### src/rtl/periph_access_ctrl.sv
// periph_access_ctrl: single-outstanding CPU-to-peripheral access bridge.
// Optional watchdog enabled by defining PERIPH_TIMEOUT_EN.
module periph_access_ctrl #(
    parameter int address_width  = 22,
    parameter int data_width     = 2,
    parameter int TIMEOUT_CYCLES = 64
) (
    input  logic                                CLK,
    input  logic                                RSTn,
    input  logic [address_width-1:0]            CPU_ADDR,
    input  logic [(1<<data_width)*8-1:0]        CPU_WDATA,
    input  logic [(1<<data_width)-1:0]          CPU_BE,
    input  logic                                CPU_RD,
    input  logic                                CPU_WR,
    output logic [(1<<data_width)*8-1:0]        CPU_RDATA,
    output logic                                CPU_DONE,
    output logic                                CPU_ERR,
    output logic                                CPU_BUSY,
    output logic [address_width-1:0]            READ_ADDR,
    input  logic [(1<<data_width)*8-1:0]        DATA_OUT,
    input  logic                                DATA_VALID,
    output logic                                OE,
    output logic [address_width-1:0]            WRITE_ADDR,
    output logic [(1<<data_width)*8-1:0]        DATA_IN,
    output logic [(1<<data_width)-1:0]          BE,
    output logic                                WE,
    input  logic                                WACK
);

    localparam int DW = (1 << data_width) * 8;
    localparam int BW = 1 << data_width;

    localparam logic [1:0] S_IDLE = 2'd0;
    localparam logic [1:0] S_RD   = 2'd1;
    localparam logic [1:0] S_WR   = 2'd2;

    if (TIMEOUT_CYCLES < 2) begin : g_bad_timeout
        $error("TIMEOUT_CYCLES must be at least 2");
    end

    logic [1:0]               state_q, state_d;
    logic                     oe_q, oe_d;
    logic                     we_q, we_d;
    logic                     done_q, done_d;
    logic [DW-1:0]            rdata_q, rdata_d;
    logic [address_width-1:0] raddr_q, raddr_d;
    logic [address_width-1:0] waddr_q, waddr_d;
    logic [DW-1:0]            wdata_q, wdata_d;
    logic [BW-1:0]            be_q, be_d;

`ifdef PERIPH_TIMEOUT_EN
    localparam int CW = $clog2(TIMEOUT_CYCLES + 1);
    localparam logic [CW-1:0] LIMIT = CW'(TIMEOUT_CYCLES - 1);

    logic          err_q, err_d;
    logic [CW-1:0] cnt_q, cnt_d;
`endif

    // Next-state: accept a request while idle, then wait for the response.
    // The strobe cycle itself never carries a response, so it is skipped.
    always_comb begin
        state_d = state_q;
        oe_d    = 1'b0;
        we_d    = 1'b0;
        done_d  = 1'b0;
        rdata_d = rdata_q;
        raddr_d = raddr_q;
        waddr_d = waddr_q;
        wdata_d = wdata_q;
        be_d    = be_q;
`ifdef PERIPH_TIMEOUT_EN
        err_d   = 1'b0;
        cnt_d   = cnt_q;
`endif
        unique case (state_q)
            S_IDLE: begin
                if (CPU_WR) begin
                    if (|CPU_BE) begin
                        waddr_d = CPU_ADDR;
                        wdata_d = CPU_WDATA;
                        be_d    = CPU_BE;
                        we_d    = 1'b1;
                        state_d = S_WR;
`ifdef PERIPH_TIMEOUT_EN
                        cnt_d   = '0;
`endif
                    end else begin
                        done_d  = 1'b1;
                    end
                end else if (CPU_RD) begin
                    raddr_d = CPU_ADDR;
                    oe_d    = 1'b1;
                    state_d = S_RD;
`ifdef PERIPH_TIMEOUT_EN
                    cnt_d   = '0;
`endif
                end
            end
            S_RD: begin
                if (!oe_q) begin
                    if (DATA_VALID) begin
                        rdata_d = DATA_OUT;
                        done_d  = 1'b1;
                        state_d = S_IDLE;
`ifdef PERIPH_TIMEOUT_EN
                    end else if (cnt_q == LIMIT) begin
                        rdata_d = '0;
                        done_d  = 1'b1;
                        err_d   = 1'b1;
                        state_d = S_IDLE;
                    end else begin
                        cnt_d   = cnt_q + 1'b1;
`endif
                    end
                end
            end
            S_WR: begin
                if (!we_q) begin
                    if (WACK) begin
                        done_d  = 1'b1;
                        state_d = S_IDLE;
`ifdef PERIPH_TIMEOUT_EN
                    end else if (cnt_q == LIMIT) begin
                        done_d  = 1'b1;
                        err_d   = 1'b1;
                        state_d = S_IDLE;
                    end else begin
                        cnt_d   = cnt_q + 1'b1;
`endif
                    end
                end
            end
            default: begin
                state_d = S_IDLE;
            end
        endcase
    end

    // State and output registers with synchronous active-low reset.
    always_ff @(posedge CLK) begin
        if (!RSTn) begin
            state_q <= S_IDLE;
            oe_q    <= 1'b0;
            we_q    <= 1'b0;
            done_q  <= 1'b0;
            rdata_q <= '0;
            raddr_q <= '0;
            waddr_q <= '0;
            wdata_q <= '0;
            be_q    <= '0;
`ifdef PERIPH_TIMEOUT_EN
            err_q   <= 1'b0;
            cnt_q   <= '0;
`endif
        end else begin
            state_q <= state_d;
            oe_q    <= oe_d;
            we_q    <= we_d;
            done_q  <= done_d;
            rdata_q <= rdata_d;
            raddr_q <= raddr_d;
            waddr_q <= waddr_d;
            wdata_q <= wdata_d;
            be_q    <= be_d;
`ifdef PERIPH_TIMEOUT_EN
            err_q   <= err_d;
            cnt_q   <= cnt_d;
`endif
        end
    end

    assign CPU_RDATA  = rdata_q;
    assign CPU_DONE   = done_q;
    assign CPU_BUSY   = (state_q != S_IDLE);
    assign READ_ADDR  = raddr_q;
    assign OE         = oe_q;
    assign WRITE_ADDR = waddr_q;
    assign DATA_IN    = wdata_q;
    assign BE         = be_q;
    assign WE         = we_q;
`ifdef PERIPH_TIMEOUT_EN
    assign CPU_ERR    = err_q;
`else
    assign CPU_ERR    = 1'b0;
`endif

endmodule
### config.mk
export PLATFORM = sky130hd
export DESIGN_NAME = periph_access_ctrl
export DESIGN_NICKNAME = d
export VERILOG_FILES = /design/src/rtl/periph_access_ctrl.sv
export SDC_FILE = /design/constraint.sdc
export NUM_CORES = 1
export LEC_CHECK = 0
export BUFFER_PORTS_ARGS = -buffer_cell sky130_fd_sc_hd__buf_4
export CAP_MARGIN = 10
export CORE_ASPECT_RATIO = 1.75
export CORE_MARGIN = 2
export CORE_UTILIZATION = 25
export DETAILED_ROUTE_END_ITERATION = 8
export PLACE_DENSITY = 0.51
export SLEW_MARGIN = 30
export SYNTH_ARGS = -nofsm -noshare
export SYNTH_HDL_FRONTEND = slang
export SYNTH_SLANG_ARGS = --single-unit
### constraint.sdc
create_clock -name CLK -period 2.7 [get_ports CLK]
set_clock_uncertainty 0.05 [all_clocks]
set_input_delay 0.27 -clock CLK [delete_from_list [all_inputs] [get_ports CLK]]
set_output_delay 0.27 -clock CLK [all_outputs]
set_load 0.05 [all_outputs]
== Word-level counts from Yosys, hierarchy flattened ==
Index checks and enable logic that the tools add are counted.

* Word-level logic and storage cells: 47
* Bits in registers: 117
* Output and inout port bits: 117

* Reduce and logical (&&, ||, !) cells: 9
* Bitwise gates (word level): 4
* Equal/unequal tests: 8
* Mux-type cells: 17

{| class="wikitable"
|+ Operators by type and width
! operator !! count
|-
| $mux W2 || 7
|-
| $reduce_and A3 Y1 || 4
|-
| $mux W1 || 8
|-
| $ne A2 B2 Y1 const B || 4
|-
| $ne A3 B3 Y1 const B || 2
|-
| $pmux W2 S3 || 1
|-
| $reduce_and A6 Y1 || 1
|-
| $not A1 Y1 || 4
|-
| $reduce_or A4 Y1 || 1
|-
| $pmux W1 S3 || 1
|-
| $reduce_or A3 Y1 || 1
|-
| $eq A2 B1 Y1 const B || 1
|-
| $eq A2 B2 Y1 const B || 1
|-
| $logic_not A2 Y1 || 1
|-
| $reduce_bool A2 Y1 || 1
|}

== Logic depth before layout (Yosys ltp) ==
* Depth after elaboration: 4
* Mapped depth: 5

== Least setup slack after synthesis ==
Ideal clock, no wire load.

* Path type: register to register
* Start: reg oe_q (netlist: OE)
* End: reg rdata_q[3] (netlist: CPU_RDATA[3])
* Period minus slack after synthesis: 1.481 ns
* Stages on the path, launching flop included: 6
* Data arrival time: 1.361 ns
* Path slack: 1.219 ns
* Buffers on the path: 2
* Library setup time: 0.070 ns
* Required time: 2.580 ns
* Path through: dfxtp_1 nand4bb_1 clkbuf_1 buf_2 nand2_1 a21boi_1

* Word-level cells in the longest chain between the ends: 2

{| class="wikitable"
|+ RTL lines
! what !! line !! RTL
|-
| start, declared || 42 || <nowiki>logic oe_q, oe_d;</nowiki>
|-
| start signal, assigned || 143 || <nowiki>oe_q <= 1'b0;</nowiki>
|-
| start signal, assigned || 157 || <nowiki>oe_q <= oe_d;</nowiki>
|-
| $not A1 Y1 (no line) || -- ||
|-
| $reduce_and A3 Y1 (no line) || -- ||
|-
| end signal, assigned || 160 || <nowiki>rdata_q <= rdata_d;</nowiki>
|-
| end, declared || 45 || <nowiki>logic [DW-1:0] rdata_q, rdata_d;</nowiki>
|}

Every way passes these cells.
A chain may end at the register's enable or synchronous reset.

== Worst setup path after layout ==
* Start: reg state_q[1]
* End: reg wdata_q[6] (netlist: DATA_IN[6])

* Word-level cells in the longest chain between the ends: 2

{| class="wikitable"
|+ RTL lines
! what !! line !! RTL
|-
| start, declared || 41 || <nowiki>logic [1:0] state_q, state_d;</nowiki>
|-
| start signal, assigned || 156 || <nowiki>state_q <= state_d;</nowiki>
|-
| $logic_not A2 Y1 || 75 || <nowiki>unique case (state_q)</nowiki>
|-
| $reduce_and A3 Y1 (no line) || -- ||
|-
| end signal, assigned || 163 || <nowiki>wdata_q <= wdata_d;</nowiki>
|-
| end, declared || 48 || <nowiki>logic [DW-1:0] wdata_q, wdata_d;</nowiki>
|}

Every way passes these cells.

==> run summary <==
* 29 — maximum fanout count along the critical path
* state_q[1] — Crit. Startpoint
* 0 — post-CTS sizing
* 513 — instance count of the mapped netlist
* sky130_fd_sc_hd__dfxtp_1 — library cell occupying the most area in the post-synthesis netlist
* sky130_fd_sc_hd__dfxtp_1, sky130_fd_sc_hd__nand2_1, sky130_fd_sc_hd__mux2i_1 — top cells by area, synth
* 2 — maximum count of clock buffers along a single path
* 515 MHz — Max Freq
* 13.8 µm — average wire per standard cell
* 0.06 ns — clock transition at the registers of the reported paths
* 0 — Synth async-reset ratio
* 0 — total setup buffers inserted after CTS
* done — clock tree from TritonCTS
* flip-flop — type of element capturing the critical path
* 2.22 ns — Worst Path Arrival
* 0 — Residual DRC
* 106 µm — Die W
* 0.516 — sequential area share after synthesis
* 0 ns — setup total negative slack
* 0.76 ns — reg-to-reg slack, setup
* 13200 µm — routed wire length
* 0.40 ns — Clk Latency, worst-skew pair
* 0.000315 V — maximum vdd drop
* flip-flop — crit path launch type
* 0 — count of nets left with antenna violations after detail routing
* 0.254 — initial standard-cell utilization of the core
* 211 — count of buffers from port buffering
* 6290 µm² — Placement Cell Area
* 4.20 — Vias/cell
* 117 — register bit count reported by yosys
* 0.427 — clock network power share
* 4013 — routed via count
* 182 µm — Vert. Die Dim
* 0 — number of antenna cells inserted
* 0.597 ns — transition time at the pin with the least slew margin
* 3991 — number of global-route vias before repair
* 121 — violation count after the first detailed-routing iteration
* 17 — TritonCTS Buffers
* 714 nW/µm² — P per Cell Area
* 0.348 — proportion of layout cells with a drive suffix above 1
* 9540 µm — HPWL Detailed
* 4 — deepest level of the CTS H-tree
* 0.720 — final worst path period share
* 4 — number of cells on the worst reg-to-reg path
* 806 — Post-layout nets
* 6830 µm² — post-route cell area
* 3450 µW — internal power
* sky130_fd_sc_hd__dfxtp_1 — prevailing post-synth register cell
* 0 — GRT Residual Overflow
* 0.716 — last weighted congestion value of the routability-driven placer
* 213 — total I/O pin count
* 117 — clock sink total
* 0.516 — Yosys top cell area share
* 0.00304 µW — Lkg Pwr
* input pin to flip-flop — Worst Hold Class
* 0 — number of warning messages in the yosys log
* 8.85 µm² — Post-Syn Area per Cell
* 19300 µm² — area of the die
* sky130_fd_sc_hd__nand2_1 — dominant cell by count in the synthesized netlist
* 1.94 ns — minimum period implied by the final worst setup slack
* 74 — largest net degree at the start of global routing
* state_q[1] — FF-to-FF Start
* 0 — count of max-cap constraint violations
* 609 — number of nets in the synthesized netlist
* 0 — count of pins over their slew limit
* CPU_RDATA[19] — endpoint of the worst hold-timing path
* DATA_IN[6] — worst reg2reg endpoint
* 3 — Hold Path Cell Cnt
* false — setup repair after global routing missed its margin
* sky130_fd_sc_hd__clkbuf_16 — CTS Root Buffer Type
* 17900 µm² — area of the core
* 0.136 — global-route usage over all layers
* 0.185 — logic gate share of total power
* 0 — number of failing hold endpoints at the final stage
* flip-flop to flip-flop — start-to-end type of the worst setup path
* 4540 µm² — synthesized cell area
* 1430 µW — net switching power
* sky130_fd_sc_hd__nand2_1, sky130_fd_sc_hd__dfxtp_1, sky130_fd_sc_hd__a21boi_1, sky130_fd_sc_hd__mux2i_1, sky130_fd_sc_hd__clkbuf_1 — Commonest cells post-synth
* 0.292 — switching share of power
* 0.602 — remaining max-slew budget at the tightest pin
* DATA_OUT[19] — Worst Hold Launch
* 0 — final-report setup violation count
* 0.388 — sequential group share of total power
* 4 — detailed-router iteration count before antenna repair
* 50.5% — area overhead of the layout relative to synthesis
* 25 — number of distinct library cells after synthesis
* 20500 µm — global-route wire length before repair
* finished, final reports clean — outcome
* 65 — Site Rows
* 0 — antenna violations before repair
* 0 — number of enable flip-flop cells after synthesis
* 2.98 ns — data required time at the worst endpoint
* 0 — post-cts hold buffer count
-- state kept, by name (all words and copies together) (netlist names) --
| name | flops |
|---|---|
| BE | 4 |
| CPU_DONE | 1 |
| CPU_RDATA | 32 |
| DATA_IN | 32 |
| OE | 1 |
| READ_ADDR | 22 |
| WE | 1 |
| WRITE_ADDR | 22 |
| state_q | 2 |
-- power by group through the flow --
| stage | registers [µW] | clock network, µW | logic, µW |
|---|---|---|---|
| final | 1890 | 2080 | 902 |
| after global routing | 1900 | 2240 | 957 |
| after CTS | 1890 | 2160 | 914 |
| after detailed placement | 1930 | 0 | 913 |
| after global placement | 1920 | 0 | 906 |
| after floorplan | 2240 | 0 | 267 |
-- placed cells by master, fill, tap and decap left out, types with 2 or more instances in the layout --
master,instances
sky130_fd_sc_hd__a21boi_1,55
sky130_fd_sc_hd__and2_1,2
sky130_fd_sc_hd__buf_12,2
sky130_fd_sc_hd__buf_4,216
sky130_fd_sc_hd__clkbuf_1,2
sky130_fd_sc_hd__clkbuf_16,17
sky130_fd_sc_hd__clkbuf_8,2
sky130_fd_sc_hd__clkinv_2,4
sky130_fd_sc_hd__clkinvlp_4,3
sky130_fd_sc_hd__dfxtp_1,117
sky130_fd_sc_hd__mux2i_1,54
sky130_fd_sc_hd__nand2_1,220
sky130_fd_sc_hd__nand3_1,4
sky130_fd_sc_hd__nor2b_1,4
sky130_fd_sc_hd__o21ai_1,4
-- layout make-up --
cell class | instances | area, µm²
Sequential cell | 117 | 2340
Multi-Input combinational cell | 356 | 2000
Fill cell | 1854 | 11100
Clock buffer | 21 | 460
Timing Repair Buffer | 218 | 1660
Clock inverter | 9 | 81.3
Tap cell | 234 | 293
-- worst max-delay path, stage by stage, from the launching register on --
cell and delay [ns]:
sky130_fd_sc_hd__dfxtp_1 0.41, sky130_fd_sc_hd__nor3b_2 0.37, sky130_fd_sc_hd__and2b_4 0.49, sky130_fd_sc_hd__buf_12 0.28, sky130_fd_sc_hd__mux2i_1 0.23
-- metal layers --
metal / up-vias / track usage / part of all wire
met2: 126 / 0.253 / 0.54
met3: 11 / 0.0404 / 0.069
met4: 0 / 0.0537 / 0.013
li1: 2040 / - / -
met5: - / 0 / 0
met1: 1836 / 0.140 / 0.38
-- logic make-up (layout without fill, tap and decap cells) --
family          Yosys count  after routing  share of synthesized area
simple gates            240            240                      0.215
flops                   117            117                      0.516
compound gates           61             61                     0.0989
mux                      54             54                      0.119
buf+inv                  40            248                     0.0507
other cells               1              1                   0.000826
-- through the flow --
step	instances	power (µW)	worst slack, ns	hold slack, ns	utilization
global route	955	5100	0.602	0.0528	0.382
CTS	955	4960	0.739	0.0443	0.382
global placement	925	2830	0.834	0.392	0.352
finish	955	4880	0.757	0.0584	0.382
floorplan	513	2510	1.22	0.355	-
detailed placement	925	2840	0.722	0.394	0.352
-- worst max path at each step --
stage	to	slack, ns	cells after the start
6_report	DATA_IN[6]	0.76	4
5_1_grt	DATA_IN[7]	0.60	4
4_1_cts	DATA_IN[6]	0.74	4
3_5_place_dp	DATA_IN[6]	0.72	4
3_3_place_gp	DATA_IN[2]	0.83	4
2_1_floorplan	CPU_RDATA[3]	1.22	5
No activity file was read; power rests on OpenSTA's default activity.
